## config.mk

```make
export PLATFORM = sky130hd
export DESIGN_NAME = avg_pool_feeder
export DESIGN_NICKNAME = d
export VERILOG_FILES = /design/src/rtl/avg_pool_feeder.sv
export SDC_FILE = /design/constraint.sdc
export NUM_CORES = 1
export LEC_CHECK = 0
export ABC_AREA = 1
export CAP_MARGIN = 15
export CORE_MARGIN = 2
export CORE_UTILIZATION = 41
export DETAILED_ROUTE_END_ITERATION = 8
export PLACE_DENSITY = 0.77
export SLEW_MARGIN = 0
export SYNTH_ARGS = -nofsm -noshare
export SYNTH_HDL_FRONTEND = slang
export SYNTH_SLANG_ARGS = --single-unit
```

## constraint.sdc

```tcl
create_clock -name clk_i -period 1.9 [get_ports clk_i]
set_input_delay 0.285 -clock clk_i [delete_from_list [all_inputs] [get_ports clk_i]]
set_output_delay 0.285 -clock clk_i [all_outputs]
set_load 0.02 [all_outputs]
```

## src/rtl/avg_pool_feeder.sv

```systemverilog
// Re-streams a 7x7xC HWC feature map channel-major as POOL_SIZE-element bursts, one channel per pooling result.
// Optional busy-cycle counter: define AVG_POOL_FEEDER_CYCLE_CNT_EN.
module avg_pool_feeder #(
    parameter int DATA_WIDTH = 16,
    parameter int ADDR_BITS  = 16,
    parameter int POOL_SIZE  = 49
) (
    input  logic                  clk_i,
    input  logic                  rst_ni,
    input  logic                  start_i,
    input  logic [ADDR_BITS-1:0]  base_addr_i,
    input  logic [ADDR_BITS-1:0]  num_ch_i,
    output logic                  busy_o,
    output logic                  done_o,
    output logic [ADDR_BITS-1:0]  cur_ch_o,
    output logic                  mem_rd_en_o,
    output logic [ADDR_BITS-1:0]  mem_addr_o,
    input  logic [DATA_WIDTH-1:0] mem_rdata_i,
    output logic                  pool_valid_o,
    output logic                  pool_last_o,
    output logic [DATA_WIDTH-1:0] pool_data_o,
    input  logic                  pool_result_valid_i,
    output logic [31:0]           cycle_cnt_o
);

    localparam int PIX_W = $clog2(POOL_SIZE + 1);
    localparam logic [PIX_W-1:0] PIX_LAST = PIX_W'(POOL_SIZE - 1);

    typedef enum logic [1:0] {
        S_IDLE,
        S_ISSUE,
        S_WAIT_RES,
        S_DONE
    } state_t;

    state_t state, state_nxt;

    logic [ADDR_BITS-1:0] base_q;
    logic [ADDR_BITS-1:0] num_ch_q;
    logic [ADDR_BITS-1:0] ch_q;
    logic [ADDR_BITS-1:0] ptr_q;
    logic [PIX_W-1:0]     pix_q;
    logic                 valid_q;
    logic                 last_q;

    logic rd_en;
    logic busy;
    logic done;
    logic start_acc;
    logic res_acc;
    logic last_ch;

    assign last_ch = (ch_q == num_ch_q - ADDR_BITS'(1));

    always_ff @(posedge clk_i or negedge rst_ni) begin
        if (!rst_ni) begin
            state <= S_IDLE;
        end else begin
            state <= state_nxt;
        end
    end

    always_comb begin
        state_nxt = state;
        rd_en     = 1'b0;
        busy      = 1'b0;
        done      = 1'b0;
        start_acc = 1'b0;
        res_acc   = 1'b0;
        case (state)
            S_IDLE: begin
                if (start_i) begin
                    start_acc = 1'b1;
                    state_nxt = (num_ch_i == '0) ? S_DONE : S_ISSUE;
                end
            end
            S_ISSUE: begin
                busy  = 1'b1;
                rd_en = 1'b1;
                if (pix_q == PIX_LAST) begin
                    state_nxt = S_WAIT_RES;
                end
            end
            S_WAIT_RES: begin
                busy = 1'b1;
                if (pool_result_valid_i) begin
                    res_acc   = 1'b1;
                    state_nxt = last_ch ? S_DONE : S_ISSUE;
                end
            end
            S_DONE: begin
                done      = 1'b1;
                state_nxt = S_IDLE;
            end
            default: state_nxt = S_IDLE;
        endcase
    end

    // ptr walks one pixel (stride C) per read; each new channel restarts at base+ch.
    always_ff @(posedge clk_i or negedge rst_ni) begin
        if (!rst_ni) begin
            base_q   <= '0;
            num_ch_q <= '0;
            ch_q     <= '0;
            ptr_q    <= '0;
            pix_q    <= '0;
        end else if (start_acc) begin
            base_q   <= base_addr_i;
            num_ch_q <= num_ch_i;
            ch_q     <= '0;
            ptr_q    <= base_addr_i;
            pix_q    <= '0;
        end else if (rd_en) begin
            ptr_q <= ptr_q + num_ch_q;
            pix_q <= pix_q + PIX_W'(1);
        end else if (res_acc && !last_ch) begin
            ch_q  <= ch_q + ADDR_BITS'(1);
            ptr_q <= base_q + ch_q + ADDR_BITS'(1);
            pix_q <= '0;
        end
    end

    // SRAM returns data one cycle after the strobe, so valid/last are aligned by one register.
    always_ff @(posedge clk_i or negedge rst_ni) begin
        if (!rst_ni) begin
            valid_q <= 1'b0;
            last_q  <= 1'b0;
        end else begin
            valid_q <= rd_en;
            last_q  <= rd_en && (pix_q == PIX_LAST);
        end
    end

    assign busy_o       = busy;
    assign done_o       = done;
    assign cur_ch_o     = ch_q;
    assign mem_rd_en_o  = rd_en;
    assign mem_addr_o   = rd_en ? ptr_q : '0;
    assign pool_valid_o = valid_q;
    assign pool_last_o  = last_q;
    assign pool_data_o  = mem_rdata_i;

`ifdef AVG_POOL_FEEDER_CYCLE_CNT_EN
    logic [31:0] cnt_q;

    always_ff @(posedge clk_i or negedge rst_ni) begin
        if (!rst_ni) begin
            cnt_q <= '0;
        end else if (start_acc) begin
            cnt_q <= '0;
        end else if (busy && (cnt_q != '1)) begin
            cnt_q <= cnt_q + 32'd1;
        end
    end

    assign cycle_cnt_o = cnt_q;
`else
    assign cycle_cnt_o = '0;
`endif

endmodule

```

==> qor.yml <==
die:
  placement_rows: 45
  die_w_um: 130
  design.die.area_um2: 16800
  floorplan.core_area_um2: 15300
  initial_core_util_pct: 42.2
  chipHeight_um: 130
  pin_count: 137
setup_path:
  r2r_slack_ps: -310
  crit_path_top_delay_cell: "dfrtp_2"
  crit_path_frequent_cell: "nand2_1"
  cp_data_required_time_ps: 2140
  critical_path.endpoint_type: "flop"
  cp_cell_sequence: "inv_4, ha_4, inv_2, nand2_1, nand2_1, nor2_1, nand3_1, nor2_1, nand3_1, nor2_2, nand3_2, nand2_4, buf_12, nand2_8, o21ai_2, nand2_1"
  critical_path.reg2reg.endpoint: "ptr_q[5]$_DFFE_PN0P_"
  critical_path.max_fanout: 5
  slowest_delay_ps: 430
  critPathArrivalTime_ps: 2450
  regToRegStartpoint: "num_ch_q[0]$_DFFE_PN0P_"
  cp-start-kind: "flop"
  worst_reg2reg_path_length_in_cells: 16
  criticalPathCategory: "flop to flop"
grt:
  number_of_global_route_vias_before_repair: 6468
  groute.usage.overall_pct: 26.1
  grt_start_max_net_pins: 62
  grt_overflow: 0
  grt_pass1_wl_mm: 33.6
  antenna_found_initial: 0
place:
  detailed_place_hpwl_mm: 15.8
  place_congestion: 0.958
  portBuffers: 72
  pre_cts_slack_ps: -372
  dpl.cell_count: 1347
detailed_routing:
  drt-vias-per-instance: 5.07
  postRouteAntennaNets: 0
  routedWlPerCell_um: 15.6
  drt_wl_total_mm: 21.5
  tritonroute_pass_1_iters: 5
  drt-initial-drc-count: 521
  dr_vias: 6978
  drc_errors: 0
layout:
  finalNonFillerCells: 1377
  finish.net_count: 1254
  layout-drive-gt1-share_pct: 23.8
  antenna_cells: 0
  area_delta_synth_final_pct: 38.2
sta:
  finalSetupViolations: 39
  finalWorstPathRequiredPeriod_ps: 2210
  worst_margin_pin_slew_ps: 691
  maxClockFrequency_ghz: 0.452
  finalMaxSlewViolations: 0
  grt_setup_unrepaired: "yes"
  finalHoldViolCount: 0
  final_min_period_over_clock_period_pct: 117
  clock_skew_ps: 4.35
  timing.final.ws_setup_ps: -314
  maxSlewHeadroom_pct: 53.8
power:
  leakage_nw: 4.80
  peakVddDrop_v: 0.000888
  power_mw: 14.9
  power_density_nw_per_um2: 1670
synth:
  ys_async_sr_fraction_pct: 100
  synth-edff-count: 0
  synthesis.area_per_instance_um2: 6.62
  ys_ff_latch: 74
  syn-instance-count: 976
  syn-cell-area_um2: 6460
  yosysWarnings: 0
  ys_seq_area_share_pct: 28.6
  ys_types: 41
  dominantRegCellSynth: "dfrtp_1"
clock_network:
  clock_path_buffers: 2
  clock_tree_from_tritoncts: "done"
  htree_levels: 3
  clock-sinks: 74
  cts_root_buffer_type: "clkbuf_16"
  cts.reportedPaths.clkPinSlew_ps: 60
  tritoncts.num_buffers: 9
  clk_lat_worst_skew_ps: 350
job:
  maxcap_viol_count: 0
outcome:
  failed_checks: "negative setup slack"
  run_status: "finished with violations"
min_path:
  min-delay-path-class: "input port to asynchronous set/reset pin"
-- flip-flops by register name, indices dropped and copies added, names as in the netlist --
name,cells
cur_ch_o,16
base_q,16
ptr_q,16
state,2
pool_last_o,1
num_ch_q,16
pool_valid_o,1
pix_q,6
-- critical path, delay by kind of cell, from the launching register on --
family	cells	cell delay (ps)
AND/OR/NAND/NOR	11	1020
AO/OA/AOI/OAI	1	100
adder cells (fa/ha/maj)	1	270
buffers and inverters	3	270
flip-flops	1	430
-- repair_timing --
| item | 4_1_cts | 5_1_grt |
|---|---|---|
| pin swaps | 24 | 30 |
| setup endpoints to repair | 61 | 49 |
| hold buffers | 1 | 0 |
| cloned | 5 | 0 |
| endpoints found under the hold margin | 32 | 0 |
| resized for setup | 109 | 49 |
| buffers inserted | 8 | 0 |
-- Yosys cell counts (4+ instances only) --
cell type | instances | share of area (%)
ha_1 | 39 | 7.5
nand2_2 | 4 | 0.39
nor2_2 | 7 | 0.68
nand3b_1 | 13 | 1.5
nor4_1 | 4 | 0.39
buf_1 | 5 | 0.29
a21o_1 | 5 | 0.58
xnor2_1 | 10 | 1.4
nand2_1 | 322 | 19
nand3_1 | 82 | 6.3
xor2_1 | 23 | 3.1
o21ai_0 | 51 | 3.9
a21oi_1 | 42 | 3.3
dfrtp_1 | 74 | 29
nor2_1 | 79 | 4.6
nor3_1 | 8 | 0.62
nand4_1 | 9 | 0.87
clkbuf_1 | 16 | 0.93
buf_4 | 49 | 5.7
buf_6 | 4 | 0.70
inv_1 | 100 | 5.8
-- per-layer routing --
layer  vias up  GRT usage, %  wire length [um]
met5         -             0                 0
met4         0          10.6               679
met3        46          3.51              1380
met2       262          42.0              9810
met1      3247          35.5              9670
li1       3423             -                 -
-- stage by stage --
| stage | area [um^2] | TNS (ps) | utilization, % | hold WS, ps |
|---|---|---|---|---|
| after floorplan | 6650 | -801 | - | -10.6 |
| after global placement | 8230 | -7910 | 53.8 | 269 |
| after detailed placement | 8230 | -11740 | 53.8 | 273 |
| after CTS | 8810 | -7780 | 57.5 | 452 |
| after global routing | 8930 | -14640 | 58.3 | 485 |
| final | 8930 | -10270 | 58.3 | 434 |
-- cell type report --
| class | count | area [um^2] |
|---|---|---|
| clock buffer | 14 | 274 |
| clock inverter | 2 | 10.0 |
| fill | 1414 | 6380 |
| inverter | 100 | 378 |
| multi-input combinational | 759 | 4240 |
| sequential | 74 | 1860 |
| tap | 211 | 264 |
| timing repair buffer | 217 | 1910 |
-- cells by family after synthesis --
| kind of cell | share of synthesized area [%] |
|---|---|
| compound gates | 10.0 |
| xor+xnor | 4.47 |
| fa+ha+maj | 8.17 |
| buf+inv | 13.6 |
| flops | 28.6 |
| other cells | 0.0580 |
| simple gates | 35.0 |
-- power by group --
part	leakage, nW	internal [mW]	switching [mW]
clock network	0.143	0.989	0.695
registers	0.947	2.17	0.673
logic	3.71	4.58	5.81
total	4.80	7.74	7.18
-- cell usage in the layout, fill, tap and decap left out, types with 6 or more instances in the layout --
cell type        count
ha_1                34
clkbuf_16            9
nor2_2               8
nand2_1            292
nor2_1              75
a21oi_1             38
clkdlybuf4s50_1     49
nand2_8              6
inv_2                9
inv_1               90
nand3b_1            13
conb_1              32
buf_2               15
xnor2_1             10
buf_4              128
buf_12               9
dfrtp_1             70
nand4_1              9
xor2_1              23
o21ai_0             46
nor3_1               8
nand3_1             66
nand2_2             30
nand3_2             14
-- worst max-delay path by stage --
stage | startpoint | endpoint | slack, ps | cells after the start
final | num_ch_q[0]$_DFFE_PN0P_ | ptr_q[5]$_DFFE_PN0P_ | -310 | 16
after global routing | num_ch_q[1]$_DFFE_PN0P_ | ptr_q[6]$_DFFE_PN0P_ | -420 | 16
after CTS | num_ch_q[0]$_DFFE_PN0P_ | cur_ch_o[1]$_DFFE_PN0P_ | -240 | 16
after detailed placement | num_ch_q[0]$_DFFE_PN0P_ | ptr_q[14]$_DFFE_PN0P_ | -370 | 17
after global placement | num_ch_q[0]$_DFFE_PN0P_ | ptr_q[14]$_DFFE_PN0P_ | -300 | 17
after floorplan | cur_ch_o[0]$_DFFE_PN0P_ | ptr_q[14]$_DFFE_PN0P_ | -40 | 16
Power figures use the tool's default switching activity.
